<file path="config.mk">
export PLATFORM = sky130hd
export DESIGN_NAME = game_beam_gen
export DESIGN_NICKNAME = d
export VERILOG_FILES = /design/src/rtl/game_beam_gen.sv
export SDC_FILE = /design/constraint.sdc
export NUM_CORES = 1
export LEC_CHECK = 0
export CAP_MARGIN = 20
export CORE_ASPECT_RATIO = 0.9
export CORE_MARGIN = 2
export CORE_UTILIZATION = 35
export CTS_CLUSTER_SIZE = 16
export DETAILED_ROUTE_END_ITERATION = 7
export PLACE_DENSITY = 0.55
export SLEW_MARGIN = 20
export SYNTH_ARGS = -nofsm -noshare
export SYNTH_HDL_FRONTEND = slang
export SYNTH_SLANG_ARGS = --single-unit
</file>
<file path="constraint.sdc">
create_clock -name vga_pix_clk -period 2.65 [get_ports vga_pix_clk]
set_clock_uncertainty 0.2 [all_clocks]
set_input_delay 0.3975 -clock vga_pix_clk [delete_from_list [all_inputs] [get_ports vga_pix_clk]]
set_output_delay 0.3975 -clock vga_pix_clk [all_outputs]
set_load 0.005 [all_outputs]
</file>
<file path="src/rtl/game_beam_gen.sv">
// game_beam_gen: 640x480@60 VGA raster generator with an integer-scaled
// game window (default 224x288) placed inside the visible area.
// Produces pin-level hsync/vsync/vga_de plus game-space beam signals
// (sx, sy, game_pix_stb, frame_stb, display_enabled).
// All outputs are registered and show the counter state of the previous
// cycle.
// Optional feature: define GAME_BEAM_FRAME_CNT_EN to build a 16-bit
// frame counter on frame_cnt. Without it, frame_cnt is tied to 0.
module game_beam_gen #(
  parameter int H_ACTIVE = 640,
  parameter int H_FP     = 16,
  parameter int H_SYNC   = 96,
  parameter int H_BP     = 48,
  parameter int V_ACTIVE = 480,
  parameter int V_FP     = 10,
  parameter int V_SYNC   = 2,
  parameter int V_BP     = 33,
  parameter int GAME_W   = 224,
  parameter int GAME_H   = 288,
  parameter int SCALE    = 1,
  parameter int H_OFFSET = 208,
  parameter int V_OFFSET = 96
) (
  input  logic        vga_pix_clk,
  input  logic        rst,
  output logic        hsync,
  output logic        vsync,
  output logic        vga_de,
  output logic [7:0]  sx,
  output logic [8:0]  sy,
  output logic        game_pix_stb,
  output logic        frame_stb,
  output logic        display_enabled,
  output logic [15:0] frame_cnt
);

  localparam int H_TOTAL = H_ACTIVE + H_FP + H_SYNC + H_BP;
  localparam int V_TOTAL = V_ACTIVE + V_FP + V_SYNC + V_BP;

  // Reject window placements that fall off the visible area, bad scale
  // factors, and rasters too large for the 10-bit beam counters.
  if (H_OFFSET + GAME_W * SCALE > H_ACTIVE) begin : g_chk_h
    $error("game_beam_gen: window exceeds H_ACTIVE");
  end
  if (V_OFFSET + GAME_H * SCALE > V_ACTIVE) begin : g_chk_v
    $error("game_beam_gen: window exceeds V_ACTIVE");
  end
  if (SCALE < 1 || SCALE > 4) begin : g_chk_s
    $error("game_beam_gen: SCALE must be 1..4");
  end
  if (H_TOTAL > 1024 || V_TOTAL > 1024) begin : g_chk_t
    $error("game_beam_gen: raster too large for 10-bit counters");
  end

  localparam logic [9:0] H_LAST   = 10'(H_TOTAL - 1);
  localparam logic [9:0] V_LAST   = 10'(V_TOTAL - 1);
  localparam logic [9:0] HS_START = 10'(H_ACTIVE + H_FP);
  localparam logic [9:0] HS_END   = 10'(H_ACTIVE + H_FP + H_SYNC);
  localparam logic [9:0] VS_START = 10'(V_ACTIVE + V_FP);
  localparam logic [9:0] VS_END   = 10'(V_ACTIVE + V_FP + V_SYNC);
  localparam logic [9:0] H_ACT    = 10'(H_ACTIVE);
  localparam logic [9:0] V_ACT    = 10'(V_ACTIVE);
  localparam logic [9:0] WX0      = 10'(H_OFFSET);
  localparam logic [9:0] WY0      = 10'(V_OFFSET);
  localparam logic [9:0] WIN_W    = 10'(GAME_W * SCALE);
  localparam logic [9:0] WIN_H    = 10'(GAME_H * SCALE);
  localparam logic [1:0] SUB_LAST = 2'(SCALE - 1);

  // Beam state
  logic [9:0] hcnt_q, hcnt_d;
  logic [9:0] vcnt_q, vcnt_d;
  logic [1:0] hsub_q, hsub_d;
  logic [1:0] vsub_q, vsub_d;
  logic [7:0] sx_q, sx_d;
  logic [8:0] sy_q, sy_d;

  // Registered outputs
  logic       hsync_q, hsync_d;
  logic       vsync_q, vsync_d;
  logic       de_q, de_d;
  logic [7:0] sx_out_q, sx_out_d;
  logic [8:0] sy_out_q, sy_out_d;
  logic       pix_stb_q, pix_stb_d;
  logic       frame_stb_q, frame_stb_d;
  logic       disp_q, disp_d;

  // Window-relative positions. Left of/above the window the 10-bit
  // difference wraps to a value no smaller than the window size, so a
  // single compare covers both edges.
  logic [9:0] h_rel, v_rel;
  logic       h_in, v_in, in_win, line_end;

  // Next-state logic for the beam, sub-pixel and game-coordinate counters
  // plus the decoded output values.
  always_comb begin
    h_rel    = hcnt_q - WX0;
    v_rel    = vcnt_q - WY0;
    h_in     = h_rel < WIN_W;
    v_in     = v_rel < WIN_H;
    in_win   = h_in && v_in;
    line_end = hcnt_q == H_LAST;

    hcnt_d = line_end ? 10'd0 : hcnt_q + 10'd1;
    vcnt_d = vcnt_q;
    if (line_end) begin
      vcnt_d = (vcnt_q == V_LAST) ? 10'd0 : vcnt_q + 10'd1;
    end

    // Horizontal sub-pixel / column: advance across the window, and sit at
    // zero everywhere else so the left edge always starts from 0.
    hsub_d = 2'd0;
    sx_d   = 8'd0;
    if (h_in && h_rel != WIN_W - 10'd1) begin
      if (hsub_q == SUB_LAST) begin
        sx_d = sx_q + 8'd1;
      end else begin
        hsub_d = hsub_q + 2'd1;
        sx_d   = sx_q;
      end
    end

    // Vertical sub-pixel / row: only move at line ends; zero outside the
    // window rows so the first window line starts from 0.
    vsub_d = vsub_q;
    sy_d   = sy_q;
    if (line_end) begin
      vsub_d = 2'd0;
      sy_d   = 9'd0;
      if (v_in && v_rel != WIN_H - 10'd1) begin
        if (vsub_q == SUB_LAST) begin
          sy_d = sy_q + 9'd1;
        end else begin
          vsub_d = vsub_q + 2'd1;
          sy_d   = sy_q;
        end
      end
    end

    hsync_d     = !(hcnt_q >= HS_START && hcnt_q < HS_END);
    vsync_d     = !(vcnt_q >= VS_START && vcnt_q < VS_END);
    de_d        = (hcnt_q < H_ACT) && (vcnt_q < V_ACT);
    sx_out_d    = in_win ? sx_q : 8'd0;
    sy_out_d    = in_win ? sy_q : 9'd0;
    pix_stb_d   = in_win && (hsub_q == 2'd0);
    frame_stb_d = in_win && (sx_q == 8'd0) && (sy_q == 9'd0) &&
                  (hsub_q == 2'd0) && (vsub_q == 2'd0);
    disp_d      = in_win;
  end

  // Counter and output registers with synchronous reset.
  always_ff @(posedge vga_pix_clk) begin
    if (rst) begin
      hcnt_q      <= 10'd0;
      vcnt_q      <= 10'd0;
      hsub_q      <= 2'd0;
      vsub_q      <= 2'd0;
      sx_q        <= 8'd0;
      sy_q        <= 9'd0;
      hsync_q     <= 1'b1;
      vsync_q     <= 1'b1;
      de_q        <= 1'b0;
      sx_out_q    <= 8'd0;
      sy_out_q    <= 9'd0;
      pix_stb_q   <= 1'b0;
      frame_stb_q <= 1'b0;
      disp_q      <= 1'b0;
    end else begin
      hcnt_q      <= hcnt_d;
      vcnt_q      <= vcnt_d;
      hsub_q      <= hsub_d;
      vsub_q      <= vsub_d;
      sx_q        <= sx_d;
      sy_q        <= sy_d;
      hsync_q     <= hsync_d;
      vsync_q     <= vsync_d;
      de_q        <= de_d;
      sx_out_q    <= sx_out_d;
      sy_out_q    <= sy_out_d;
      pix_stb_q   <= pix_stb_d;
      frame_stb_q <= frame_stb_d;
      disp_q      <= disp_d;
    end
  end

`ifdef GAME_BEAM_FRAME_CNT_EN
  logic [15:0] frame_cnt_q;

  // Frame counter steps on the same edge that raises frame_stb.
  always_ff @(posedge vga_pix_clk) begin
    if (rst) begin
      frame_cnt_q <= 16'd0;
    end else if (frame_stb_d) begin
      frame_cnt_q <= frame_cnt_q + 16'd1;
    end
  end

  assign frame_cnt = frame_cnt_q;
`else
  assign frame_cnt = 16'd0;
`endif

  assign hsync           = hsync_q;
  assign vsync           = vsync_q;
  assign vga_de          = de_q;
  assign sx              = sx_out_q;
  assign sy              = sy_out_q;
  assign game_pix_stb    = pix_stb_q;
  assign frame_stb       = frame_stb_q;
  assign display_enabled = disp_q;

endmodule

</file>
* After elaboration in Yosys (flattened, before gate mapping)
Cells that the tools add are included.
Operators by class: muxes and demuxes 5, add/sub/neg operators 8, magnitude comparators 8, bitwise gates (word level) 2, reduce and logical (&&, ||, !) cells 22, eq/ne operators 5
Operators with widths (count):
- less-than comparator 10 x 9 -> 1 bit (second input constant) | 3
- adder 10 x 1 -> 10 bit (second input constant) | 2
- == test 10 bit (second input constant) | 2
- less-than comparator 10 bit (second input constant) | 2
- two-way mux 9 bit | 2
- logical AND 1 bit | 11
- >= comparator 10 bit (second input constant) | 1
- >= comparator 10 x 9 -> 1 bit (second input constant) | 1
- less-than comparator 10 x 8 -> 1 bit (second input constant) | 1
- two-way mux 10 bit | 1
- != test 10 x 8 -> 1 bit (second input constant) | 1
- != test 10 x 9 -> 1 bit (second input constant) | 1
- subtractor 10 x 7 -> 10 bit (second input constant) | 1
- subtractor 10 x 8 -> 10 bit (second input constant) | 1
- adder 9 x 1 -> 9 bit (second input constant) | 1
- zero test 9 bit | 1
- adder 8 x 1 -> 8 bit (second input constant) | 1
- zero test 8 bit | 1
- OR reduction 2 bit | 3
- adder 2 x 1 -> 2 bit (second input constant) | 2
- zero test 2 bit | 2
- two-way mux 2 bit | 2
- OR reduction 3 bit | 1
- zero test 1 bit | 2
- 3 further kinds | 4
Word-level totals: word-level logic and storage cells 64, output and inout port bits 39, flip-flop bits (word level) 64

* Longest topological paths before layout
Gate-level depths: netlist of run 1.
depth in word-level cells 7, gate-level depth with buffers 8

* Least setup slack after synthesis of run 1
Ideal clock, no wire load.
path type reg-to-reg, from register hcnt_q[4], to register sy_q[7], required time 2.376 ns, library setup time 0.074 ns, period minus slack after synthesis 2.175 ns, setup slack 0.475 ns, data arrival time 1.900 ns, stages on the path, launching flop included 7, cell sequence dfxtp_1 -> ha_1 -> nor3b_1 -> nand4_4 -> a211oi_4 -> or3b_1 -> a31oi_1
On the way: word-level cells in the longest chain between the ends 2
Ends and longest elaborated chain:
- start: declaration | line 70 | logic [9:0] hcnt_q, hcnt_d;
- start signal: assignment | line 168 | hcnt_q <= hcnt_d;
- == test 10 bit | line 101 | line_end = hcnt_q == H_LAST;
- AND reduction 2 bit (no line)
- end signal: assignment | line 173 | sy_q <= sy_d;
- end: declaration | line 75 | logic [8:0] sy_q, sy_d;
Every way passes these cells. A chain may end at the register's enable or synchronous reset.

* Worst setup path in the final report of run 1
from register hcnt_q[4], to register frame_stb_q (netlist: frame_stb)
On the way: word-level cells in the longest chain between the ends 7
Ends and longest elaborated chain:
- subtractor 10 x 8 -> 10 bit | line 96 | h_rel = hcnt_q - WX0;
- less-than comparator 10 x 8 -> 1 bit | line 98 | h_in = h_rel < WIN_W;
- logical AND 1 bit | line 100 | in_win = h_in && v_in;
- logical AND 1 bit (3 in series) | line 145 | frame_stb_d = in_win && (sx_q == 8'd0) && (sy_q == 9'd0) &&
- logical AND 1 bit | line 146 | (hsub_q == 2'd0) && (vsub_q == 2'd0);
- end signal: assignment | line 180 | frame_stb_q <= frame_stb_d;
- end: declaration | line 84 | logic frame_stb_q, frame_stb_d;
Every way passes these cells.

==> results of run 1 <==
synthesized netlist by cell type (3+ instances only):
cell       n
a31oi_1    7
clkbuf_1   5
xnor2_1   13
nor4b_1    3
nand3_1   22
dfxtp_1   64
and3_1     4
and2_1    18
nand2_1   29
nand3b_1   3
ha_1      16
buf_4     17
inv_1     18
o21ai_0    7
nor3_1     9
a21oi_1    8
nor2_1    36
nor3b_1    3
nor4_1     3
buf_2      9
xor2_1    13
nand4_1    7
where the power goes:
| part | total [uW] | switching (uW) | internal [uW] |
|---|---|---|---|
| clock | 860 | 397 | 463 |
| combinational | 31.3 | 20.3 | 11.1 |
| sequential | 970 | 4.27 | 966 |
cell families after synthesis:
logic type,after synthesis,share of synthesized area (%)
buffers and inverters,51,8.72
flip-flops,64,41.9
AO/OA/AOI/OAI,35,7.77
adder cells (fa/ha/maj),16,6.55
multiplexers,1,0.327
AND/OR/NAND/NOR,152,26.6
other,1,0.123
XOR/XNOR,27,7.98
worst max-delay path by stage:
stage	startpoint	endpoint	slack, ns	cells after the start
finish	hcnt_q[4]	frame_stb	0.31	8
global placement	hcnt_q[4]	frame_stb	0.28	8
CTS	hcnt_q[5]	frame_stb	0.18	8
global route	hcnt_q[4]	frame_stb	0.13	8
floorplan	hcnt_q[4]	sy_q[7]	0.48	6
detailed placement	hcnt_q[5]	frame_stb	0.19	8
area by class of cell:
cell class / count / share of cell area [%]
Sequential cell: 64 / 36.0
Timing Repair Buffer: 31 / 8.21
Tap cell: 119 / 4.18
Inverter: 18 / 1.90
Clock buffer: 10 / 3.86
Clock inverter: 6 / 1.90
Multi-Input combinational cell: 247 / 43.9
state kept, by name, summed over array words and instances, names as in the netlist:
signal	cells
game_pix_stb	1
vsub_q	2
sy	9
frame_stb	1
hsub_q	2
hcnt_q	10
vcnt_q	10
sy_q	9
vga_de	1
sx	8
vsync	1
display_enabled	1
hsync	1
sx_q	8
metrics by stage:
stage / util (%) / cells / setup WS (ns)
4_1_cts: 41.8 / 495 / 0.176
5_1_grt: 41.8 / 495 / 0.127
2_1_floorplan: - / 362 / 0.475
3_3_place_gp: 39.4 / 479 / 0.281
6_report: 41.8 / 495 / 0.309
3_5_place_dp: 39.4 / 479 / 0.185
critical path, cell delays in order (launching register included):
cell and delay, ns:
dfxtp_2 0.41, inv_1 0.08, ha_1 0.24, nand3b_1 0.17
xor2_1 0.16, nor4b_1 0.35, nor4b_2 0.25, buf_4 0.25
and3_1 0.18
metal layers:
metal	track usage (%)	up-vias
met1	17.1	1042
met2	20.1	56
met3	4.53	16
met4	5.22	0
met5	0	-
li1	-	1193
==> impl_results.md, run 1 <==
- Via count: 2,307
- Iteration count of the initial detailed-routing pass: 4
- Largest cells by area after synthesis: dfxtp_1 42%, ha_1 6.5%, nor2_1 4.4%, buf_4 4.2%, xnor2_1 3.7%
- Clock Sinks: 64
- DR DRC count: 0
- H-tree lvl count: 3
- M1 WL: 2.84 mm
- Design Area, Final: 3560 um2
- Routability cong.: 0.859
- PD cells: 522 nW/um2
- Final count of pins violating max slew: 0
- Initial Util: 35.9%
- Tot Pwr: 1860 uW
- Die ar.: 9500 um2
- CTS Buffer Depth: 2
- Global-route wire length before repair: 9.72 mm
- Period minus WS final: 2.34 ns
- Hold_buf cts: 0
- Post-DP Area: 3360 um2
- Critical path class: flop to flop
- Die H: 92.7 um
- R2r startpoint: hcnt_q[4]
- Setup_tns: 0 ns
- Initial antenna violation count: 0
- # setup viols final: 0
- Worst reg2reg path endpoint: frame_stb
- Number of top-level pins: 41
- Routed wl met2: 2.54 mm
- Met3 WL: 284 um
- CTS Buf Count: 9
- Slew HR: 52.7%
- Area growth syn-to-layout: 16.6%
- Layout cell share with drive strength beyond 1: 8.24%
- Maximum clock frequency: 0.427 GHz
- CTS tree: yes
- Max Cap Viol: 0
- Clock transition at the registers of the reported paths: 0.08 ns
- Register area share after synthesis: 41.9%
- GR Overflow Total: 0
- Setup crit end kind: flop
- Synthesized instance count: 347
- Min Hold Slack: 0.220 ns
- Overall routing resource usage: 13.2%
- Top layer in use: met4
- Nets: 389
- Post-synth EDFFs: 0
- Post-synth top area share: 41.9%
- Register-to-register setup slack: 0.31 ns
- Post-route ant nets: 0
- Row cnt: 32
- Worst-Skew Late Latency: 0.35 ns
- Most frequent cells in the layout: 62 x dfxtp_1, 36 x nor2_1, 29 x nand2_1
- Cell Area, Synth: 3060 um2
- Hold_sp: hsub_q[0]
- Core footprint: 8530 um2
- Vias in the first global route: 2,062
- Hold WC Path Type: flop to flop
- Hold path cells: 1
- Syn Area/Cell: 8.81 um2
- Post-synth cell types: 49
- Least-Margin Pin Slew: 0.705 ns
- Fillers: 852
- Clock root cell: clkbuf_8
- Critical path arrival: 2.44 ns
- Routed vias/inst: 4.66
- Most common cell after layout, fill and taps aside: dfxtp_1
- WL per Instance: 11.6 um
- Pin count of the biggest net entering global routing: 21
- Post-CTS Repair Setup Buffers: 0
- PortBufs: 24
- Final period util: 88.3%
- Crit Path Max Fanout: 20
- Hpwl dp: 3.98 mm
- Multi-input logic area: 1570 um2
- Area leader, netlist: dfxtp_1
- Status: finished, final reports clean
- Ys async rst share: 0%
- Crit path launch type: flop
- Ys flop type: dfxtp_1
- Post-synthesis sequential element count: 64
- Unrepaired setup endpoints after global routing: no
- Pleak: 0.00133 uW
- Synthesis Warnings: 0
- Die X: 103 um
- FF+latch area: 1280 um2
- Hold Path Sink: hsub_q[0]
- DRT iter0 DRCs: 85
- Post-Route WL: 5.76 mm
- CTS resizes: 0
- Antenna diodes: 0
- Max VDD drop: 244 uV
- Required @ worst endpoint: 2.74 ns
- Cells on worst reg2reg path: 8
- Final Hold Viols: 0
Note: power is estimated with default switching activity, not from simulation.
==> inputs of run 2 (changes only) <==
CORE_ASPECT_RATIO = unset   (was 0.9)
==> impl_results.md, run 2 (synthesized netlist as in run 1, its figures left out) <==
- Antenna diodes: 0
- Hpwl dp: 3.95 mm
- Slew HR: 52.6%
- Most frequent cells in the layout: 62 x dfxtp_1, 36 x nor2_1, 29 x nand2_1
- Multi-input logic area: 1570 um2
- WL per Instance: 11.9 um
- Design Area, Final: 3550 um2
- Via count: 2,285
- Area growth syn-to-layout: 16.1%
- Pleak: 0.00133 uW
- Clock root cell: clkbuf_8
- GR Overflow Total: 0
- Vias in the first global route: 2,116
- Non-Filler Instances: 484
- Unrepaired setup endpoints after global routing: no
- Hold WC Path Type: flop to flop
- Least-Margin Pin Slew: 0.707 ns
- Row cnt: 34
- Core footprint: 8590 um2
- Setup_tns: 0 ns
- Most common cell after layout, fill and taps aside: dfxtp_1
- Nets: 389
- FF+latch area: 1280 um2
- Max Cap Viol: 0
- Number of top-level pins: 41
- Die X: 97.5 um
- Layout cell share with drive strength beyond 1: 8.24%
- PortBufs: 24
- CTS tree: yes
- Maximum clock frequency: 0.433 GHz
- Post-route ant nets: 0
- CTS Buf Count: 9
- Routed vias/inst: 4.72
- Crit Path Max Fanout: 20
- Post-DP Area: 3340 um2
- Initial Util: 35.6%
- Overall routing resource usage: 12.7%
- Final count of pins violating max slew: 0
- Die ar.: 9500 um2
- Die H: 97.5 um
- Post-placement cell count: 468
- # setup viols final: 0
- Max VDD drop: 268 uV
- Crit path launch type: flop
- Period minus WS final: 2.31 ns
- Place WS: 0.200 ns
- Clock Sinks: 64
- Core Util, Final: 41.3%
- Status: finished, final reports clean
- Fillers: 892
- Iteration count of the initial detailed-routing pass: 4
- Setup crit end kind: flop
- PnR worst setup slack: 0.342 ns
- DR DRC count: 0
- Global-route wire length before repair: 9.78 mm
- Post-Route WL: 5.77 mm
- Critical path class: flop to flop
- Final Hold Viols: 0
- CTS Buffer Depth: 2
- Regs by FF count: hcnt_q (10), vcnt_q (10)
- Pin count of the biggest net entering global routing: 21
- Worst-Skew Late Latency: 0.34 ns
- Final period util: 87.1%
- PD cells: 522 nW/um2
- H-tree lvl count: 3
- Clock transition at the registers of the reported paths: 0.07 ns
- Routability cong.: 0.817
- Required @ worst endpoint: 2.74 ns
- DRT iter0 DRCs: 35
- Critical path arrival: 2.40 ns
- Initial antenna violation count: 0
-- run 2: final cells by class --
type                            instances  share of cell area, %
Clock buffer                           10                   3.88
Clock inverter                          6                   1.90
Inverter                               18                   1.90
Multi-Input combinational cell        247                   44.1
Sequential cell                        64                   36.2
Tap cell                              108                   3.81
Timing Repair Buffer                   31                   8.25
-- run 2: critical path, cell delays in order, from the launching register on --
cell	delay (ns)
dfxtp_2	0.41
inv_1	0.09
ha_1	0.23
nand3b_1	0.18
xor2_1	0.16
nor4b_1	0.33
nor4b_2	0.25
buf_4	0.24
and3_1	0.17
-- run 2: routing by layer --
metal,GRT usage (%),part of all wire (%),vias to the layer above
li1,-,-,1190
met1,15.5,48,1040
met2,20.5,46,50
met3,5.18,5.0,5
met4,3.74,1.1,0
met5,0,0,-
-- run 2: final timing paths --
| check | cells after the start | endpoint | from | slack (ns) |
|---|---|---|---|---|
| setup reg to reg | 8 | frame_stb | hcnt_q[5] | 0.34 |
| setup / recovery | 8 | frame_stb | hcnt_q[5] | 0.34 |
| hold reg to reg | 1 | hsub_q[0] | hsub_q[0] | 0.21 |
| hold / removal | 1 | hsub_q[0] | hsub_q[0] | 0.21 |
-- run 2: timing repair --
action / CTS / global route
hold buffers: 0 / 0
endpoints found under the setup margin: 0 / 15
setup buffers: 0 / 0
resized for setup: 0 / 2
endpoints found under the hold margin: 0 / 0
-- run 2: stage by stage --
step	hold WS (ns)	total power (uW)
floorplan	0.197	1030
global placement	0.204	1020
detailed placement	0.208	1020
CTS	0.217	1880
global route	0.223	1920
finish	0.215	1850
-- run 2: report_power, final --
group	switching, uW	internal (uW)	total (uW)	leakage [uW]
clock network	388	462	850	0.0000989
logic	20.9	11.2	32.1	0.000718
registers	4.48	966	970	0.000517
==> inputs of run 3 (changes only) <==
TNS_END_PERCENT = 100   (was unset)
==> results of run 3 <==
Same layout as run 2: the final DEF is identical, and so are final timing and power.
